===== config.mk =====
export PLATFORM = sky130hd
export DESIGN_NAME = wptr_full_ctl
export DESIGN_NICKNAME = d
export VERILOG_FILES = /design/src/rtl/fifo_pkg.sv /design/src/rtl/gray_sync.sv /design/src/rtl/wptr_full_ctl.sv
export SDC_FILE = /design/constraint.sdc
export NUM_CORES = 1
export LEC_CHECK = 0
export CELL_PAD_IN_SITES_DETAIL_PLACEMENT = 1
export CELL_PAD_IN_SITES_GLOBAL_PLACEMENT = 2
export CORE_MARGIN = 1.5
export CORE_UTILIZATION = 28
export DETAILED_ROUTE_END_ITERATION = 10
export GPL_TIMING_DRIVEN = 0
export PLACE_DENSITY = 0.73
export SETUP_SLACK_MARGIN = 0.05
export SYNTH_ARGS = -nofsm -noshare
export SYNTH_HDL_FRONTEND = slang
export SYNTH_HIERARCHICAL = 1
export SYNTH_SLANG_ARGS = --single-unit

===== constraint.sdc =====
create_clock -name clk -period 2.55 [get_ports clk]
set_clock_uncertainty 0.05 [all_clocks]
set_input_delay 0.6375 -clock clk [delete_from_list [all_inputs] [get_ports clk]]
set_output_delay 0.6375 -clock clk [all_outputs]
set_load 0.05 [all_outputs]

===== src/rtl/fifo_pkg.sv =====
// fifo_pkg: Gray/binary conversion helpers shared by both FIFO pointer controllers
package fifo_pkg;
  localparam int GW = 32;
  function automatic logic [GW-1:0] bin2gray(input logic [GW-1:0] b);
    return b ^ (b >> 1);
  endfunction
  function automatic logic [GW-1:0] gray2bin(input logic [GW-1:0] g);
    logic [GW-1:0] b;
    for (int i = 0; i < GW; i++) b[i] = ^(g >> i);
    return b;
  endfunction
endpackage


===== src/rtl/gray_sync.sv =====
// gray_sync: multi-flop synchronizer for a Gray-coded pointer crossing clock domains
module gray_sync #(
  parameter int WIDTH = 4,
  parameter int STAGES = 2
) (
  input  logic             clk,
  input  logic             rst,
  input  logic [WIDTH-1:0] d,
  output logic [WIDTH-1:0] q
);
  logic [STAGES-1:0][WIDTH-1:0] sr;
  // shift the raw pointer through the chain; reset clears every stage
  always_ff @(posedge clk or negedge rst)
    if (!rst) sr <= '0;
    else sr <= {sr[STAGES-2:0], d};
  assign q = sr[STAGES-1];
endmodule


===== src/rtl/wptr_full_ctl.sv =====
// wptr_full_ctl: write-side pointer, full/almost-full, level and overflow control of an async FIFO
module wptr_full_ctl
  import fifo_pkg::*;
#(
  parameter int ADDR_W = 3,
  parameter int SYNC_STAGES = 2
) (
  input  logic              clk,
  input  logic              rst,
  input  logic              w_en,
  input  logic [ADDR_W:0]   r_ptr_gray,
  input  logic [ADDR_W:0]   af_thresh,
  output logic              w_inc,
  output logic [ADDR_W-1:0] w_addr,
  output logic [ADDR_W:0]   w_ptr_gray,
  output logic              full,
  output logic              almost_full,
  output logic [ADDR_W:0]   w_level,
  output logic              overflow
);
  localparam int PW = ADDR_W + 1;
  logic [ADDR_W:0] w_bin, w_bin_next, w_gray_next, rq, r_bin, level_next;
  logic full_next;
  gray_sync #(.WIDTH(PW), .STAGES(SYNC_STAGES)) u_sync (
    .clk(clk),
    .rst(rst),
    .d(r_ptr_gray),
    .q(rq)
  );
  // full when the next write pointer laps the synchronized read pointer by one full depth
  always_comb begin
    r_bin = PW'(gray2bin(GW'(rq)));
    w_inc = w_en & ~full;
    w_bin_next = w_bin + PW'(w_inc);
    w_gray_next = PW'(bin2gray(GW'(w_bin_next)));
    full_next = w_gray_next == {~rq[ADDR_W:ADDR_W-1], rq[ADDR_W-2:0]};
    level_next = w_bin_next - r_bin;
  end
  // pointer, flag and level registers; overflow is sticky until reset
  always_ff @(posedge clk or negedge rst)
    if (!rst) begin
      w_bin <= '0;
      w_ptr_gray <= '0;
      full <= 1'b0;
      almost_full <= 1'b0;
      w_level <= '0;
      overflow <= 1'b0;
    end else begin
      w_bin <= w_bin_next;
      w_ptr_gray <= w_gray_next;
      full <= full_next;
      almost_full <= full_next | (level_next >= af_thresh);
      w_level <= level_next;
      overflow <= overflow | (w_en & full);
    end
  assign w_addr = w_bin[ADDR_W-1:0];
endmodule

==> impl_metrics.csv <==
group,metric,value,unit
detailed_routing,first_pass_iters,3,
timing,finalMaxSlewViolations,0,
critical_path,crit_path_max_fanout,3,
clock_tree,clkTransAtPathRegs,110,ps
floorplanning,die_w,63.13,µm
timing,layout_min_cycle_time,2547,ps
synthesis,synth_compound_area_share,4.821,%
floorplanning,design.core.area,3390,µm²
synthesis,synthesis.nets,99,
clock_tree,htreeDepth,1,
min_path,worstHoldPathType,"flop to flop",
synthesis,yosys.area_share.simple,3.708,%
synthesis,synth_fa_ha_area_share,13.10,%
synthesis,synth_top_family_by_area,"XOR/XNOR gates",
clock_tree,clock_path_buffers,2,
clock_tree,cts-buffers-inserted,3,
synthesis,ys_types,19,
critical_path,cp-end-kind,"flop",
placed_design,io_buffers,25,
floorplanning,fp.dieH,63.13,µm
grt,grt_pass1_wl,3167,µm
clock_tree,clk_latency,300,ps
finish,antenna_cells,0,
timing,slew_headroom,36.78,%
detailed_routing,ant_nets,0,
finish,nNetsFinal,137,
synthesis,postSynthRegisterBits,22,
clock_tree,cts_tree,"built",
grt,grt_pass1_vias,708,
synthesis,synthMuxAreaShare,0.9889,%
timing,max_freq,0.3926,GHz
finish,drive_gt1_share,27.83,%
critical_path,critical_path.max_stage_delay,430,ps
synthesis,synth_area_leaders,"dfrtp_1 (54%), ha_1 (11%), xnor2_1 (9.5%), inv_1 (4.1%), buf_4 (3.0%)",
detailed_routing,via_count,643,
flow_run,max-cap-violations,0,
critical_path,path_class,"primary input to flop",
detailed_routing,wirelength,1856,µm
grt,antenna_found_initial,0,
clock_tree,holdBufCountCts,0,
detailed_routing,vias_per_cell,3.994,
finish,area_growth,52.53,%
floorplanning,io_pins,26,
floorplanning,dieArea,3985,µm²
synthesis,synth.top_cell.area_share,54.39,%
critical_path,crit_slowest_cell,"fa_1",
clock_tree,cts-root-buf,"clkbuf_4",
critical_path,crit_path_start_kind,"primary input",
placed_design,hpwl,1368,µm
synthesis,synth_xor_area_share,15.95,%
timing,worst_pin_slew,945.3,ps
critical_path,cp_cell_sequence,"dlygate4sd2_1 -> nor2b_4 -> ha_4 -> ha_4 -> inv_4 -> fa_1 -> xnor2_2 -> ha_1 -> a21oi_2 -> o221ai_2",
synthesis,synth_cells,78,
critical_path,path_common_cell,"ha_4",
grt,grt_usage,10.62,%
synthesis,synth_area_per_cell,12.98,µm²
synthesis,synth_top_area_cell,"dfrtp_1",
clock_tree,cts.sinks,22,
detailed_routing,drt-wirelength-per-cell,11.53,µm
floorplanning,placementRows,21,
timing,hold_viol_final,0,
detailed_routing,post-route-drc-count,0,
grt,grt_max_degree,23,
finish,final_common_cell,"clkdlybuf4s50_1",
finish,final_cell_mix,"clkdlybuf4s50_1 (23), dfrtp_1 (21), buf_4 (10)",
critical_path,worst_ep_required_time,2690,ps
synthesis,ys_seq_area_share,54.39,%
floorplanning,start_util,29.86,%
run_status,status,"finished, final reports clean",
timing,rsz0062_at_grt,"true",
timing,finalSetupViolations,0,
detailed_routing,drt-initial-drc-count,11,
synthesis,ys_warn_count,6,
critical_path,arrival,2690,ps
synthesis,syn_area,1012,µm²
grt,gr-total-overflow,0,
timing,hold_ws,308.2,ps
placed_design,gp_congestion,0.6848,
timing,min_period_over_period,99.89,%
## final cells by class
| class | count | area, µm² |
|---|---|---|
| Sequential cell | 22 | 551.8 |
| Multi-Input combinational cell | 41 | 509.2 |
| Buffer | 4 | 37.54 |
| Timing Repair Buffer | 33 | 307.8 |
| Tap cell | 46 | 57.56 |
| Inverter | 11 | 43.79 |
| Clock buffer | 4 | 36.28 |
| Fill cell | 352 | 1846 |
## kinds of logic (layout without fill, tap and decap cells)
| kind of cell | after synthesis | after routing |
|---|---|---|
| flip-flops | 22 | 22 |
| XOR/XNOR | 16 | 16 |
| buffers and inverters | 15 | 52 |
| adder cells (fa/ha/maj) | 10 | 10 |
| AO/OA/AOI/OAI | 7 | 7 |
| AND/OR/NAND/NOR | 7 | 7 |
| multiplexers | 1 | 1 |
## path summary, 6_finish.rpt
check                              from      endpoint  slack, ps  cells after the start
max in group asynchronous           rst          full       1020                      1
min                        u_sync/sr[1]   u_sync/q[1]        310                      0
max reg2reg                 u_sync/q[2]   almost_full         30                     11
max                                w_en   almost_full          3                     10
min in group asynchronous           rst  u_sync/sr[2]        800                      1
min reg2reg                u_sync/sr[1]   u_sync/q[1]        310                      0
## cells in the mapped netlist, drive strengths merged
cell type and number:
a21boi 1, a21o 3, a21oi 2, and2 1, buf 4, dfrtp 22, fa 1, ha 9
inv 11, mux2i 1, nand2b 2, nand3 1, nor2 2, nor2b 1, o221ai 1, xnor2 11
xnor3 1, xor2 4
## state kept, by name, indices dropped and copies added, names as in the netlist
register / flops
u_sync/sr: 4
almost_full: 1
full: 1
u_sync/q: 4
w_bin: 4
overflow: 1
w_ptr_gray: 3
w_level: 4
## layer usage
metal	GRT usage, %	share of wire, %	wire length (µm)
met1	11.79	40	748
met2	18.48	52	956
met3	3.750	6.5	120
met4	4.167	1.7	31
met5	0	0	0
## per-stage QoR
| step | setup slack [ps] | cells | TNS, ps | utilization [%] | cell area (µm²) |
|---|---|---|---|---|---|
| after floorplan | -199.9 | 78 | -199.9 | - | 1051 |
| after detailed placement | -676.3 | 149 | -1212 | 40.09 | 1359 |
| after CTS | -70.23 | 159 | -70.23 | 44.11 | 1495 |
| after global placement | -682.0 | 149 | -1149 | 40.09 | 1359 |
| final | 2.893 | 161 | 0 | 45.55 | 1544 |
| after global routing | -68.81 | 161 | -68.81 | 45.55 | 1544 |
## critical path: cells and delay by family
family | cells | cell delay, ps
xor+xnor | 1 | 200
fa+ha+maj | 4 | 1150
simple gates | 1 | 130
compound gates | 2 | 270
buf+inv | 2 | 280
## what timing repair did
item / in CTS / in global routing
pin swaps: 9 / 7
endpoints found under the setup margin: 2 / 1
setup buffers: 6 / 2
resized for setup: 10 / 5
Power is not shown: default switching activity piles up to over one toggle a cycle in this logic, so the estimate is an artifact.
==> variant 1: new RTL, config.mk and constraints unchanged <==
Register the output `overflow` once more, without a reset; this adds one clock of latency there. The other outputs are not delayed to match.
--- a/src/rtl/wptr_full_ctl.sv
+++ b/src/rtl/wptr_full_ctl.sv
@@ -19,6 +19,8 @@
   output logic              overflow
 );
   localparam int PW = ADDR_W + 1;
+
+  logic overflow_s0;
   logic [ADDR_W:0] w_bin, w_bin_next, w_gray_next, rq, r_bin, level_next;
   logic full_next;
   gray_sync #(.WIDTH(PW), .STAGES(SYNC_STAGES)) u_sync (
@@ -44,14 +46,18 @@
       full <= 1'b0;
       almost_full <= 1'b0;
       w_level <= '0;
-      overflow <= 1'b0;
+      overflow_s0 <= 1'b0;
     end else begin
       w_bin <= w_bin_next;
       w_ptr_gray <= w_gray_next;
       full <= full_next;
       almost_full <= full_next | (level_next >= af_thresh);
       w_level <= level_next;
-      overflow <= overflow | (w_en & full);
+      overflow_s0 <= overflow_s0 | (w_en & full);
     end
   assign w_addr = w_bin[ADDR_W-1:0];
+  always_ff @(posedge clk) begin
+    overflow <= overflow_s0;
+  end
+
 endmodule
Formal check against the unedited RTL: not equivalent (Yosys sat finds a counterexample within 10 cycles, from zero or initial values and one cycle with rst low).
==> variant 1 against the unedited design <==
The run now ends with setup timing left; critical endpoint unchanged; highest routed layer is now met3; worst setup slack worse by 0.049 ns; count of clock-buffer cells in the layout down 1; sequential cell count up 1; area after synthesis up 2.0%; non-clock buffer count up 5; largest cell class unchanged; sequential share of layout area down 0.26 points; register-to-register slack worse by 0.03 ns; via count up 5.4%; fmax down 1.9%; routed wire length up 6.1%; hold slack worse by 0.0040 ns; final area up 4.4%; die area up 1.9%.
Power is left out: the tool's default activity adds up to more than one toggle a clock period on the data nets, which glitch-free logic cannot reach.
==> variant 1: results (changes against the unedited design) <==
Setup WS post-layout=-0.0462 ns (-0.0491 ns); initial antenna violation count=0 (unchanged); drt drc=0 (unchanged); 1st-iter DRT viols=6 (-5); H-tree levels=1 (unchanged); Final GP Congestion=0.713 (+4.1%); Final nets=143 (+4.4%); routed len/inst=11.8 um (+2.3%); largest stage delay on the critical path=0.28 ns (-0.15 ns); first-pass GRT wire length=3380 um (+6.8%); Synth Net Count=100 (+1.0%); CP max stage cell=ha_1; Distinct cells, synth=20 (+1); HPWL Detailed=1450 um (+6.2%); Max transition margin=35.3% (-1.5 points); Crit Path Max Fanout=4 (+1); TritonCTS Buffers=3 (unchanged); number of inserted diodes=0 (unchanged); worst-skew pair later-pin latency=0.26 ns (-0.04 ns); largest net degree at the start of global routing=23 (unchanged); Min-Delay Path Class=flop to flop; yosys warns=6 (unchanged); Filler cells=360 (+2.3%); Seq/Total Area, Yosys=55.3% (+0.88 points); synth cell count leaders=22 x dfrtp_1, 11 x inv_1, 11 x xnor2_1, 9 x ha_1, 4 x buf_4; crit-path leading delay family=adder cells; share of cells above drive strength 1=30.6% (+2.8 points); Longest Clk Path Bufs=2 (unchanged); setup TNS=-0.0462 ns (-0.0462 ns); post-place setup slack=-0.690 ns (-0.0138 ns); setup violators final=1 (+1); top cells by area, synth=dfrtp_1 53%, ha_1 11%, xnor2_1 9.3%; critical path data arrival time=2.69 ns (about the same); vias in the first global route=757 (+6.9%); port bufs=25 (unchanged); fraction of registers with async set/reset=95.7% (-4.3 points); GRT Util Overall=10.9% (+0.26 points); status=finished with violations; Root Driver=clkbuf_8; Pre-antenna DRT Iters=4 (+1); Placed Area=0.00138 mm^2 (+1.5%); failing checks=setup timing; clock slew at reported path FFs=0.08 ns (-0.03 ns); final hold violations=0 (unchanged); Via Count=678 (+5.4%); Synth Flop Type=dfrtp_1
==> variant 1: changes by cell type after synthesis, sizes merged <==
| cell | unedited run | this run |
|---|---|---|
| dfxtp | 0 | 1 |
==> variant 1: area by class of cell <==
class | count | area share, %
Sequential cell | 23 | 35.5
Timing Repair Buffer | 38 | 21.7
Clock inverter | 1 | 0.311
Multi-Input combinational cell | 41 | 31.3
Clock buffer | 3 | 2.56
Buffer | 4 | 2.33
Tap cell | 46 | 3.57
Inverter | 11 | 2.72
==> variant 1: what timing repair did <==
| item | CTS | global route |
|---|---|---|
| setup buffers | 9 | 4 |
| endpoints found under the hold margin | 0 | 0 |
| resized for setup | 12 | 4 |
| endpoints found under the setup margin | 2 | 2 |
| pin swaps | 13 | 10 |
==> variant 1: worst paths after layout <==
path,from,cells past startpoint,slack [ns],endpoint
max,w_en,12,-0.05,almost_full
min,u_sync/sr[3],0,0.30,u_sync/q[3]
max reg2reg,u_sync/q[2],11,0,almost_full
min reg2reg,u_sync/sr[3],0,0.30,u_sync/q[3]
max in group asynchronous,rst,1,0.94,full
min in group asynchronous,rst,1,0.86,w_level[2]
==> variant 1: cells by family after synthesis <==
family	count (synthesis)	share of synthesized area, %
fa+ha+maj	10	12.8
simple gates	7	3.64
xor+xnor	16	15.6
buf+inv	15	6.91
compound gates	7	4.73
flops	23	55.3
mux	1	0.970
==> variant 1: routing by layer <==
metal / share of wire (%) / global-route usage, % / up-vias / wire length, um
met5: 0 / 0 / - / 0
met4: 0 / 3.26 / 0 / 0
met3: 4.4 / 2.86 / 0 / 86
met2: 55 / 20.4 / 18 / 1090
met1: 40 / 11.8 / 334 / 794
li1: - / - / 326 / -
==> variant 1: worst reg2reg max path, stage by stage, from the launching register on <==
cell and delay, ns:
dfrtp_1 0.38, buf_6 0.13, xnor2_4 0.19, xor2_2 0.20, xnor2_1 0.15, ha_2 0.21
fa_1 0.42, inv_2 0.10, ha_4 0.20, a21o_1 0.16, a21oi_2 0.15, o221ai_2 0.10
==> variant 1: through the flow <==
step           util [%]  std cells
6_report           46.8        167
5_1_grt            46.8        167
4_1_cts            45.3        163
3_5_place_dp       40.1        150
3_3_place_gp       40.1        150
2_1_floorplan         -         79
==> variant 2: new RTL, same settings <==
Without the edit above. Set the parameter `ADDR_W` to 4 (it was 3).
--- a/src/rtl/wptr_full_ctl.sv
+++ b/src/rtl/wptr_full_ctl.sv
@@ -2,7 +2,7 @@
 module wptr_full_ctl
   import fifo_pkg::*;
 #(
-  parameter int ADDR_W = 3,
+  parameter int ADDR_W = 4,
   parameter int SYNC_STAGES = 2
 ) (
   input  logic              clk,
Ports: changed (5 resized); port bits go from 26 to 31. The function was not compared with the original's and may differ.
==> variant 2 against the unedited design <==
The run now ends with setup timing left; sequential share of layout area shrank 1.4 points; sequential cell count grew 5; largest cell class is now multi-input gates; hold slack lost 0.0023 ns; non-clock buffer count grew 9; routed wire length grew 43%; final area grew 28%; area after synthesis grew 27%; die area grew 26%; worst setup slack lost 0.38 ns; critical path type is now flop to flop.
Power is not shown: default switching activity piles up to over one toggle a cycle in this logic, so the estimate is an artifact.
==> variant 2: results (changes against the unedited design) <==
Filler cells=465 (+32%); multi-input gates=56 (+37%); Setup WS post-layout=-0.379 ns (-0.381 ns); status=finished with violations; Non-Filler Instances=200 (+24%); multi-input combinational area share=35.6% (+2.7 points); share of cells above drive strength 1=31.8% (+3.9 points); mux contribution to synthesized area=0.874% (-0.12 points); Distinct cells, synth=22 (+3); Final nets=174 (+27%); Seq/Total Area, Yosys=52.4% (-2.0 points); Inverters, non-clock=15 (+4); clock slew at reported path FFs=0.09 ns (-0.02 ns); Crit Path Max Fanout=2 (-1); worst-skew pair later-pin latency=0.28 ns (-0.02 ns); non-clk buf share=21.6% (-0.74 points); Placed Area=0.00174 mm^2 (+28%); FF-to-FF Start=u_sync/q[3]; Final Core Density=45.0% (-0.55 points); 1st-iter DRT viols=18 (+7); metal3 WL=118 um (-1.7%); GR Util met3=2.71% (-1.0 points); sequential cell area share=34.3% (-1.4 points); post-CTS setup buffer count=7 (+1); routed len/inst=13.3 um (+15%); clock network area share=2.28% (-0.067 points); failing checks=setup timing; setup violators final=1 (+1)
==> variant 2: changes by cell type in the layout (fill, tap and decap cells not counted), sizes merged, moves of 2 or more <==
cell | before | now
ha | 9 | 11
a21o | 3 | 5
dfrtp | 22 | 27
xor2 | 4 | 6
xnor2 | 11 | 14
nand2 | 0 | 3
buf | 12 | 16
clkdlybuf4s50 | 23 | 28
inv | 11 | 15
==> variant 2: how the worst max path moves through the flow <==
stage                            from     endpoint  slack (ns)  cells after the start
final                     u_sync/q[3]  almost_full       -0.38                     13
after global placement           w_en  almost_full       -0.78                     12
after CTS                 u_sync/q[4]  almost_full       -0.43                     13
after global routing      u_sync/q[3]  almost_full       -0.50                     13
after floorplan                  w_en  almost_full       -0.35                     11
after detailed placement         w_en  almost_full       -0.84                     12
==> variant 2: worst reg2reg max path: cells and delay by family, from the launching register on <==
kind                     cells  cell delay (ns)
AO/OA/AOI/OAI                4             0.57
XOR/XNOR                     4             0.76
adder cells (fa/ha/maj)      3             0.85
buffers and inverters        2             0.22
flip-flops                   1             0.38
